`src/rtl/mmacc_pkg.sv`:
```
// Shared constants and helpers for the matrix-multiply accumulator datapath.
// The systolic array controller also uses lane_delay() to count drain cycles.
package mmacc_pkg;

    localparam int MODE_SKEW     = 0;
    localparam int MODE_DESKEW   = 1;
    localparam int OPERAND_WIDTH = 10;
    localparam int MAX_LANES     = 16;

    // Skew delays lane i by i+1 stages; de-skew delays it by lanes-i stages.
    function automatic int lane_delay(input int lane, input int lanes, input int mode);
        return (mode == MODE_DESKEW) ? (lanes - lane) : (lane + 1);
    endfunction

endpackage

```
`src/rtl/skew_register_bank_if.sv`:
```
// Operand vector bus between the upstream sequencer and the skew register bank.
interface skew_register_bank_if
    import mmacc_pkg::*;
#(
    parameter int WIDTH = OPERAND_WIDTH,
    parameter int LANES = 4
);

    logic                   en;
    logic                   sclr;
    logic                   in_valid;
    logic [LANES*WIDTH-1:0] in_data;
    logic [LANES-1:0]       out_valid;
    logic [LANES*WIDTH-1:0] out_data;

    modport master (
        output en, sclr, in_valid, in_data,
        input  out_valid, out_data
    );

    modport slave (
        input  en, sclr, in_valid, in_data,
        output out_valid, out_data
    );

endinterface

```
`src/rtl/skew_register_bank_delay_line.sv`:
```
// Fixed-depth register pipeline for one lane, with flush, stall and zero-fill.
module delay_line #(
    parameter int DEPTH = 1,
    parameter int WIDTH = 10
) (
    input  logic             clk,
    input  logic             clr,
    input  logic             en,
    input  logic             sclr,
    input  logic             in_valid,
    input  logic [WIDTH-1:0] in_data,
    output logic             out_valid,
    output logic [WIDTH-1:0] out_data
);

    logic [DEPTH-1:0]            valid_q;
    logic [DEPTH-1:0][WIDTH-1:0] data_q;

    // NOTE: every stage is a flop with its own async clear; this is a shift
    // chain rather than a RAM, so resetting all of it is cheap and keeps
    // bubbles at zero from the first cycle.
    always_ff @(posedge clk or negedge clr) begin
        if (!clr) begin
            valid_q <= '0;
            data_q  <= '0;
        end else if (sclr) begin
            valid_q <= '0;
            data_q  <= '0;
        end else if (en) begin
            valid_q[0] <= in_valid;
            data_q[0]  <= in_valid ? in_data : '0;
            // NOTE: non-blocking here is what makes the loop a shift; with
            // blocking assignments every stage would collapse onto stage 0.
            for (int s = 1; s < DEPTH; s++) begin
                valid_q[s] <= valid_q[s-1];
                data_q[s]  <= data_q[s-1];
            end
        end
    end

    // Zero-fill on entry keeps data at 0 wherever valid is 0, so no output mask is needed.
    assign out_valid = valid_q[DEPTH-1];
    assign out_data  = data_q[DEPTH-1];

endmodule

```
`src/rtl/skew_register_bank.sv`:
```
// Multi-lane operand register bank: skews vectors into the systolic array
// (MODE_SKEW) or realigns results leaving it (MODE_DESKEW).
module skew_register_bank
    import mmacc_pkg::*;
#(
    parameter int WIDTH = OPERAND_WIDTH,
    parameter int LANES = 4,
    parameter int MODE  = MODE_SKEW
) (
    input logic                 clk,
    input logic                 clr,
    skew_register_bank_if.slave bus
);

    logic [LANES-1:0]            lane_valid;
    logic [LANES-1:0][WIDTH-1:0] lane_data;

    for (genvar i = 0; i < LANES; i++) begin : g_lane
        localparam int DEPTH = lane_delay(i, LANES, MODE);

        delay_line #(
            .DEPTH (DEPTH),
            .WIDTH (WIDTH)
        ) u_line (
            .clk       (clk),
            .clr       (clr),
            .en        (bus.en),
            .sclr      (bus.sclr),
            .in_valid  (bus.in_valid),
            .in_data   (bus.in_data[i*WIDTH +: WIDTH]),
            .out_valid (lane_valid[i]),
            .out_data  (lane_data[i])
        );
    end

    assign bus.out_valid = lane_valid;
    assign bus.out_data  = lane_data;

endmodule

```
`src/flat_wrapper.sv`:
```
// flat-port wrapper written by rule: the top's interface ports become plain ports
module skew_register_bank_flat import mmacc_pkg::*;
#(
    parameter int WIDTH = OPERAND_WIDTH,
    parameter int LANES = 4,
    parameter int MODE  = MODE_SKEW
)
  (clk, clr, bus_en, bus_sclr, bus_in_valid, bus_in_data, bus_out_valid, bus_out_data);
  skew_register_bank_if #(.WIDTH(WIDTH), .LANES(LANES)) bus_i ();
  input logic clk;
  input logic clr;
  input wire logic [$bits(bus_i.en)-1:0] bus_en;
  input wire logic [$bits(bus_i.sclr)-1:0] bus_sclr;
  input wire logic [$bits(bus_i.in_valid)-1:0] bus_in_valid;
  input wire logic [$bits(bus_i.in_data)-1:0] bus_in_data;
  output wire logic [$bits(bus_i.out_valid)-1:0] bus_out_valid;
  output wire logic [$bits(bus_i.out_data)-1:0] bus_out_data;
  assign bus_i.en = bus_en;
  assign bus_i.sclr = bus_sclr;
  assign bus_i.in_valid = bus_in_valid;
  assign bus_i.in_data = bus_in_data;
  assign bus_out_valid = bus_i.out_valid;
  assign bus_out_data = bus_i.out_data;
  skew_register_bank #(.WIDTH(WIDTH), .LANES(LANES), .MODE(MODE)) u_core (.clk(clk), .clr(clr), .bus(bus_i));
endmodule
```
`config.mk`:
```
export PLATFORM = sky130hd
export DESIGN_NAME = skew_register_bank_flat
export DESIGN_NICKNAME = d
export VERILOG_FILES = /design/src/rtl/mmacc_pkg.sv /design/src/rtl/skew_register_bank_if.sv /design/src/rtl/skew_register_bank_delay_line.sv /design/src/rtl/skew_register_bank.sv /design/src/flat_wrapper.sv
export SDC_FILE = /design/constraint.sdc
export NUM_CORES = 1
export LEC_CHECK = 0
export ABC_AREA = 1
export CAP_MARGIN = 10
export CORE_MARGIN = 1
export CORE_UTILIZATION = 45
export DETAILED_ROUTE_END_ITERATION = 7
export GPL_TIMING_DRIVEN = 0
export PLACE_DENSITY = 0.75
export REMOVE_ABC_BUFFERS = 1
export SLEW_MARGIN = 40
export SYNTH_ARGS = -nofsm -noshare
export SYNTH_HDL_FRONTEND = slang
export SYNTH_SLANG_ARGS = --single-unit
```
`constraint.sdc`:
```
create_clock -name clk -period 0.8 [get_ports clk]
set_input_delay 0.16 -clock clk [delete_from_list [all_inputs] [get_ports clk]]
set_output_delay 0.16 -clock clk [all_outputs]
set_load 0.01 [all_outputs]
```
Word level (Yosys, flattened, before mapping)
Cells that the tools add are included.
{ "word_totals": {"register_bits": 110, "input_bits": 45, "out_inout_bits": 44, "word_cells": 35} }
{ "classes": {"n_mux": 20, "n_reduce_logical": 1} }
{ "op_table": {"columns": ["op", "n"], "rows": [
  ["$mux 40", 2],
  ["$mux 10", 6],
  ["$mux 30", 2],
  ["$mux 20", 2],
  ["$mux 4", 2],
  ["$mux 3", 2],
  ["$mux 2", 2],
  ["$mux 1", 2],
  ["$reduce_bool 2->1", 1]
]} }

Longest topological paths before layout
Gate-level depths: netlist of run 1.
{ "logic_depth": {"word_depth": 3, "mapped_depth": 6, "mapped_depth_nobuf": 4} }

Hierarchy
From an unflattened synthesis of run 1, not the netlist that was laid out.
{ "unflattened": {"hier_cells": 494, "hier_area_um2": 4744.6} }
{ "modules_own_cells": {"columns": ["mod", "n_inst", "cells_per_inst", "area_per_inst_um2", "seq_area_each_um2"], "rows": [
  ["delay_line at u_core.g_lane[3].u_line", 1, 192, 1846.8, 1101.1],
  ["delay_line at u_core.g_lane[2].u_line", 1, 145, 1416.4, 825.8],
  ["delay_line at u_core.g_lane[1].u_line", 1, 107, 1008.5, 550.5],
  ["delay_line at u_core.g_lane[0].u_line", 1, 50, 473.0, 275.3]
]} }

Least setup slack after synthesis of run 1
OpenSTA, ideal clock, no wires.
{ "synth_path": {"path_kind": "input-to-reg", "startpoint": "input port bus_en", "endpoint": "register u_core.g_lane[1].u_line.data_q[0] (netlist name)", "setup_time_ns": 0.066, "t_arrival_ns": 0.831, "required_ns": 0.734, "slack_ns": -0.097, "stages": 6, "path_buffers": 3, "cell_sequence": "buf_2 > nor2_2 > buf_4 > buf_4 > nand2_1 > nand2_1"} }
{ "synth_via": {"elab_chain_cells": 1} }
{ "synth_lines": {"columns": ["element", "line", "rtl"], "rows": [
  ["start: declaration", "flat_wrapper.sv:12", "input wire logic [$bits(bus_i.en)-1:0] bus_en;"],
  ["$reduce_bool 2->1 (no source line)", null, null],
  ["end signal: indexed assignment", "skew_register_bank_delay_line.sv:36", "data_q[s] <= data_q[s-1];"],
  ["end: declaration", "skew_register_bank_delay_line.sv:17", "logic [DEPTH-1:0][WIDTH-1:0] data_q;"]
]} }
No other way between the ends.
A chain may end at the register's enable or synchronous reset.

==> flow_metrics.env, run 1 <==
export IMPL_worstPathMaxFanout=2
export IMPL_regToRegSetupSlack_ps=-60
export IMPL_yosysMostFrequentCell="nand2_1"
export IMPL_hold_viol=45
export IMPL_numCtsBuffers=9
export IMPL_insertion_delay_ps=360
export IMPL_synth_edff_count=0
export IMPL_r2r_end="u_core.g_lane[3].u_line.valid_q[2]"
export IMPL_num_fill_cells=754
export IMPL_crit_buf_inv=1
export IMPL_required_ps=640
export IMPL_drive_gt1_share_pct=23.59
export IMPL_rows=35
export IMPL_drv_cap=0
export IMPL_critical_path_top_delay_family="flip-flops"
export IMPL_cp_end_kind="output port"
export IMPL_synth_top_area_share_pct=60.38
export IMPL_outcome="complete, but fails checks"
export IMPL_timing_rr_start="u_core.g_lane[3].u_line.valid_q[2]"
export IMPL_powerDensity_mw_per_mm2=1650
export IMPL_synth_area_leaders="dfrtp_1 60%, nand2_1 24%, buf_4 7.1%, nand4_1 5.8%, buf_2 1.3%"
export IMPL_synth_seq_area_share_pct=60.38
export IMPL_worstPathArrival_ps=920
export IMPL_holdWs_ps=-329.9
export IMPL_utilization_pct=63.02
export IMPL_setup_viol=54
export IMPL_io_buffer_count=88
export IMPL_fin_ws_ps=-276.0
export IMPL_final_cells=714
export IMPL_synth_common_cells="272 x nand2_1, 104 x dfrtp_1, 41 x buf_4, 40 x nand4_1, 13 x clkbuf_1"
export IMPL_clock_sinks=104
export IMPL_die_area_mm2=0.009974
export IMPL_drt_pass1_iterations=4
export IMPL_max_slew_margin_pct=63.76
export IMPL_hold_class="in -> async"
export IMPL_ys_warnings_count=0
export IMPL_timing_final_crit_share_pct=134.5
export IMPL_cp_start_kind="register"
export IMPL_h_tree_depth=3
export IMPL_tritoncts="built"
export IMPL_synthCells=485
export IMPL_cp_cell_sequence="buf_2"
export IMPL_clock_skew_ps=6.496
export IMPL_drtIter0Drc=183
export IMPL_wl_per_cell_um=14.69
export IMPL_vias=3492
export IMPL_syn_to_final_growth_pct=35.09
export IMPL_placed_cells=646
export IMPL_cpPeakStageDelay_ps=410
export IMPL_netlist_area_mm2=0.004310
export IMPL_worst_slew_pin_slew_ps=543.6
export IMPL_path_class="reg -> out"
export IMPL_fin_nets=626
export IMPL_finalSetupTns_ps=-11310
export IMPL_viasPerCell=4.891
export IMPL_hpwl_mm=5.549
export IMPL_start_util_pct=46.65
export IMPL_finalMaxSlewViolations=0
export IMPL_synth_avg_cell_area_um2=8.887
export IMPL_gp_congestion=0.6907
export IMPL_fmax_mhz=929.4
export IMPL_ir_drop_mv=0.9894
export IMPL_ctsRootBufferMaster="clkbuf_8"
export IMPL_grt_pass1_wl_mm=16.94
export IMPL_grt_setup_unrepaired="yes"
export IMPL_cp_slowest_cell="dfrtp_1"
export IMPL_grt_remaining_overflow=0
export IMPL_core_area_mm2=0.009240
export IMPL_p_leak_nw=3.282
export IMPL_synth_top_area_cell="dfrtp_1"
export IMPL_grt_pass1_vias=3375
export IMPL_routed_wl_mm=10.49
export IMPL_antenna_found_initial=0
export IMPL_synth_ff_type="dfrtp_1"
export IMPL_ys_ff_latch=104
export IMPL_n_antenna_cell=0
export IMPL_grtUsageTotal_pct=22.18
export IMPL_violations="negative hold slack, negative setup slack"
export IMPL_synth_cell_types=10
export IMPL_clk_pin_slew_ps=100
export IMPL_die_w_um=99.87
export IMPL_synthArstFlopShare_pct=100.0
export IMPL_detail_route_antenna_nets=0
export IMPL_route_detailed_drc=0
export IMPL_grt_max_degree=60
export IMPL_die_y_um=99.87
export IMPL_period_minus_slack_ps=1076
export IMPL_clock_path_buffers=2
export IMPL_ff2ff_path_depth=4
export IMPL_top_level_ports=89
[flip-flops by register name, summed over array words and instances, names as in the netlist]
name / count
u_core.g_lane.u_line.valid_q: 4
u_core.g_lane.u_line.data_q: 60
u_core.g_lane.u_line.out_data: 40
[power by group]
| group | total [mW] | internal, mW | leakage, nW | switching, mW |
|---|---|---|---|---|
| Sequential | 5.44 | 5.37 | 1.44 | 0.0691 |
| Combinational | 1.20 | 0.628 | 1.76 | 0.571 |
| Clock | 2.97 | 1.21 | 0.0858 | 1.75 |
[cells by family (layout without fill, tap and decap cells)]
family,after synthesis,after routing,synth area share [%]
flops,104,104,60.38
buf+inv,67,167,9.724
simple gates,314,314,29.90
[per-layer routing]
metal | GRT usage, % | vias up | wire length [µm]
met5 | 0 | - | 0
met4 | 7.127 | 0 | 107
met3 | 4.805 | 8 | 507
met2 | 35.97 | 89 | 5157
met1 | 29.92 | 1712 | 4718
li1 | - | 1683 | -
[worst max path at each step]
stage	start	end	slack, ps	depth (start not counted)
6_report	u_core.g_lane[3].u_line.valid_q[1]	bus_out_valid[1]	-280	1
3_5_place_dp	bus_sclr	u_core.g_lane[0].u_line.out_data[7]	-930	7
3_3_place_gp	bus_en	u_core.g_lane[0].u_line.out_data[1]	-4370	4
2_1_floorplan	bus_sclr	u_core.g_lane[0].u_line.out_data[0]	-1530	3
4_1_cts	u_core.g_lane[1].u_line.out_data[6]	bus_out_data[16]	-290	1
5_1_grt	u_core.g_lane[3].u_line.valid_q[1]	bus_out_valid[1]	-320	1
[placed cells by master, fill, tap and decap left out]
master | synthesis | routed
nand2_1 | 272 | 262
dfrtp_1 | 104 | 104
nand4_1 | 40 | 40
clkdlybuf4s50_1 | 0 | 40
buf_2 | 11 | 38
buf_4 | 41 | 37
buf_6 | 0 | 14
nand2_2 | 0 | 10
clkbuf_8 | 0 | 10
buf_16 | 0 | 10
buf_12 | 0 | 4
bufbuf_16 | 0 | 3
nor2_4 | 1 | 2
clkbuf_16 | 0 | 2
buf_8 | 0 | 2
inv_2 | 1 | 1
inv_4 | 0 | 1
inv_6 | 0 | 1
clkbuf_1 | 13 | 1
clkinv_2 | 0 | 1
clkinvlp_4 | 0 | 1
clkinv_4 | 0 | 1
[metrics by stage]
step,power [mW],setup slack [ps],instance area [µm²]
after floorplan,5.769,-1529,3899
after global placement,6.327,-4369,4941
after detailed placement,6.473,-925.8,5164
after CTS,9.655,-287.2,5652
after global routing,10.09,-319.7,5823
final,9.609,-276.0,5823
[what timing repair did]
item                                    CTS  global route
pin swaps                                 7             7
endpoints found under the setup margin  148            72
resized for setup                       201            19
cloned                                    7             1
setup buffers                            33            16
endpoints found under the hold margin    45            45
[layout make-up]
| cell class | count | area, µm² | share of cell area [%] |
|---|---|---|---|
| Sequential cell | 104 | 2603 | 44.69 |
| Timing Repair Buffer | 150 | 1559 | 26.77 |
| Multi-Input combinational cell | 314 | 1319 | 22.65 |
| Tap cell | 129 | 161.4 | 2.772 |
| Clock buffer | 11 | 141.4 | 2.428 |
| Clock inverter | 4 | 30.03 | 0.5157 |
| Inverter | 2 | 10.01 | 0.1719 |
(Power assumes the default switching activity.)
==> inputs of run 2 (changes only) <==
--- a/config.mk
+++ b/config.mk
@@ -7,7 +7,6 @@
 export LEC_CHECK = 0
 export ABC_AREA = 1
 export CAP_MARGIN = 10
-export CORE_MARGIN = 1
 export CORE_UTILIZATION = 45
 export DETAILED_ROUTE_END_ITERATION = 7
 export GPL_TIMING_DRIVEN = 0
==> results of run 2 <==
No change in the layout: final DEF, timing and power equal those of run 1.
==> inputs of run 3 (changes only) <==
--- a/config.mk
+++ b/config.mk
@@ -6,7 +6,7 @@
 export NUM_CORES = 1
 export LEC_CHECK = 0
 export ABC_AREA = 1
-export CAP_MARGIN = 10
+export CAP_MARGIN = 20
 export CORE_UTILIZATION = 45
 export DETAILED_ROUTE_END_ITERATION = 7
 export GPL_TIMING_DRIVEN = 0
==> results of run 3 <==
No change in the layout: final DEF, timing and power equal those of run 1.
==> RTL edit (settings of run 1) <==
`LANES` is set to 4 in 3 places; all go to 8.
--- a/src/rtl/skew_register_bank_if.sv
+++ b/src/rtl/skew_register_bank_if.sv
@@ -5,3 +5,3 @@
     parameter int WIDTH = OPERAND_WIDTH,
-    parameter int LANES = 4
+    parameter int LANES = 8
 );
--- a/src/rtl/skew_register_bank.sv
+++ b/src/rtl/skew_register_bank.sv
@@ -6,3 +6,3 @@
     parameter int WIDTH = OPERAND_WIDTH,
-    parameter int LANES = 4,
+    parameter int LANES = 8,
     parameter int MODE  = MODE_SKEW
--- a/src/flat_wrapper.sv
+++ b/src/flat_wrapper.sv
@@ -4,3 +4,3 @@
     parameter int WIDTH = OPERAND_WIDTH,
-    parameter int LANES = 4,
+    parameter int LANES = 8,
     parameter int MODE  = MODE_SKEW
Ports: changed (resized bus_in_data, bus_out_data and bus_out_valid); port bits go from 89 to 173. The function was not compared with the original's and may differ.
==> RTL edit against run 1 <==
  * The run still ends with hold timing, setup timing left
  * Total power rose to 4.5 times the old value
  * Largest power group is now the clock network
  * Critical path depth unchanged
  * Sequential share of layout area down 3.6 points
  * Count of clock-buffer cells in the layout up 49
  * Synthesized area rose to 3.4 times the old value
  * Setup slack worse by 180 ps
  * Routed wire length rose to 4.4 times the old value
  * Clock power rose to 6.7 times the old value
  * Cell area rose to 3.9 times the old value
  * Sequential cell count up 264
==> RTL edit: results (changes against run 1) <==
Status: complete, but fails checks
Violated checks: hold timing, setup timing
Crit path DAT: 1090 ps (+170 ps)
Pin count of the biggest net entering global routing: 78 (+30%)
Post-synthesis cell type count: 11 (+1)
Layout cells sized above 1: 41.96% (+18 points)
CTS root buf: clkbuf_16
Slew HR: 67.47% (+3.7 points)
DR vias: 12.55k (+260%)
Nets: 2015 (+220%)
Clk slew on worst S/H paths: 60 ps (-40 ps)
Clock Skews: 18.03 ps (+11.53 ps)
Worst Slack Setup Final: -452.1 ps (-176.1 ps)
Overall routing resource usage: 25.44% (+3.3 points)
H-tree depth: 2 (-1)
Global-route wire length before repair: 66490 um (+290%)
Flop2flop setup slack: -80 ps (-20 ps)
Yosys top cell area share: 63.02% (+2.6 points)
Initial antenna violation count: 2 (+2)
Fin. Hold Viols: 216 (+380%)
WHS: -509.2 ps (-179.3 ps)
Clk_lat worst skew: 530 ps (+170 ps)
Final setup viols: 325 (+500%)
Hpwl dp: 18010 um (+220%)
Max VDD drop: 1.569 mV (+59%)
==> RTL edit: changes by cell type after synthesis, sizes merged <==
cell	before	now
nand4	40	80
nand2	272	1021
clkbuf	13	30
dfrtp	104	368
buf	52	146
nand3	0	3
==> RTL edit: through the flow <==
step | setup WS [ps] | hold slack (ps) | std cells | utilization [%] | setup TNS, ps
CTS | -444.1 | -518.6 | 2322 | 65.95 | -87370
detailed placement | -1804 | 25.19 | 2088 | 52.69 | -566970
finish | -452.1 | -509.2 | 2363 | 70.72 | -53930
global route | -471.6 | -516.4 | 2362 | 70.71 | -58950
global placement | -16280 | 450.2 | 2050 | 49.82 | -
floorplan | -6244 | -135.6 | 1476 | - | -2297670
==> RTL edit: kinds of logic (layout without fill, tap and decap cells) <==
logic type | count (synthesis) | after routing
simple gates | 1106 | 1107
flops | 368 | 368
buf+inv | 178 | 484
other cells | 0 | 2
==> RTL edit: layout make-up <==
class | count | area (sq um)
multi-input combinational | 1107 | 6111
inverter | 2 | 15.01
fill | 2076 | 9288
tap | 402 | 503.0
clock buffer | 60 | 1207
sequential | 368 | 9209
antenna | 2 | 5.005
clock inverter | 11 | 215.2
timing repair buffer | 411 | 5165
==> RTL edit: worst min path at each step <==
stage | from | endpoint | cells after the start
after floorplan | clr | u_core.g_lane[0].u_line.out_data[0] | 0
after global placement | u_core.g_lane[2].u_line.data_q[3] | u_core.g_lane[2].u_line.data_q[13] | 2
after detailed placement | clr | u_core.g_lane[6].u_line.out_data[8] | 1
after CTS | clr | u_core.g_lane[6].u_line.data_q[41] | 1
after global routing | clr | u_core.g_lane[7].u_line.out_data[4] | 1
final | clr | u_core.g_lane[7].u_line.out_data[4] | 1
==> RTL edit: layer usage <==
metal | vias up | global-route usage, % | routed length [um]
li1 | 5631 | - | -
met1 | 6287 | 32.68 | 17760
met2 | 490 | 43.08 | 23510
met3 | 139 | 5.129 | 2860
met4 | 0 | 8.538 | 1752
met5 | - | 0 | 0
==> RTL edit: timing repair <==
action,4_1_cts,5_1_grt
cloned,47,6
pin swaps,136,111
resized for setup,674,449
hold endpoints to repair,220,216
setup endpoints to repair,456,448
buffers inserted,118,72
==> RTL edit: power by group through the flow <==
stage,clock (mW),sequential [mW],combinational [mW]
global placement,0,19.4,1.84
CTS,19.9,19.0,4.15
floorplan,0,19.4,0.666
global route,21.0,19.1,4.73
finish,20.0,19.1,4.47
detailed placement,0,19.4,2.48
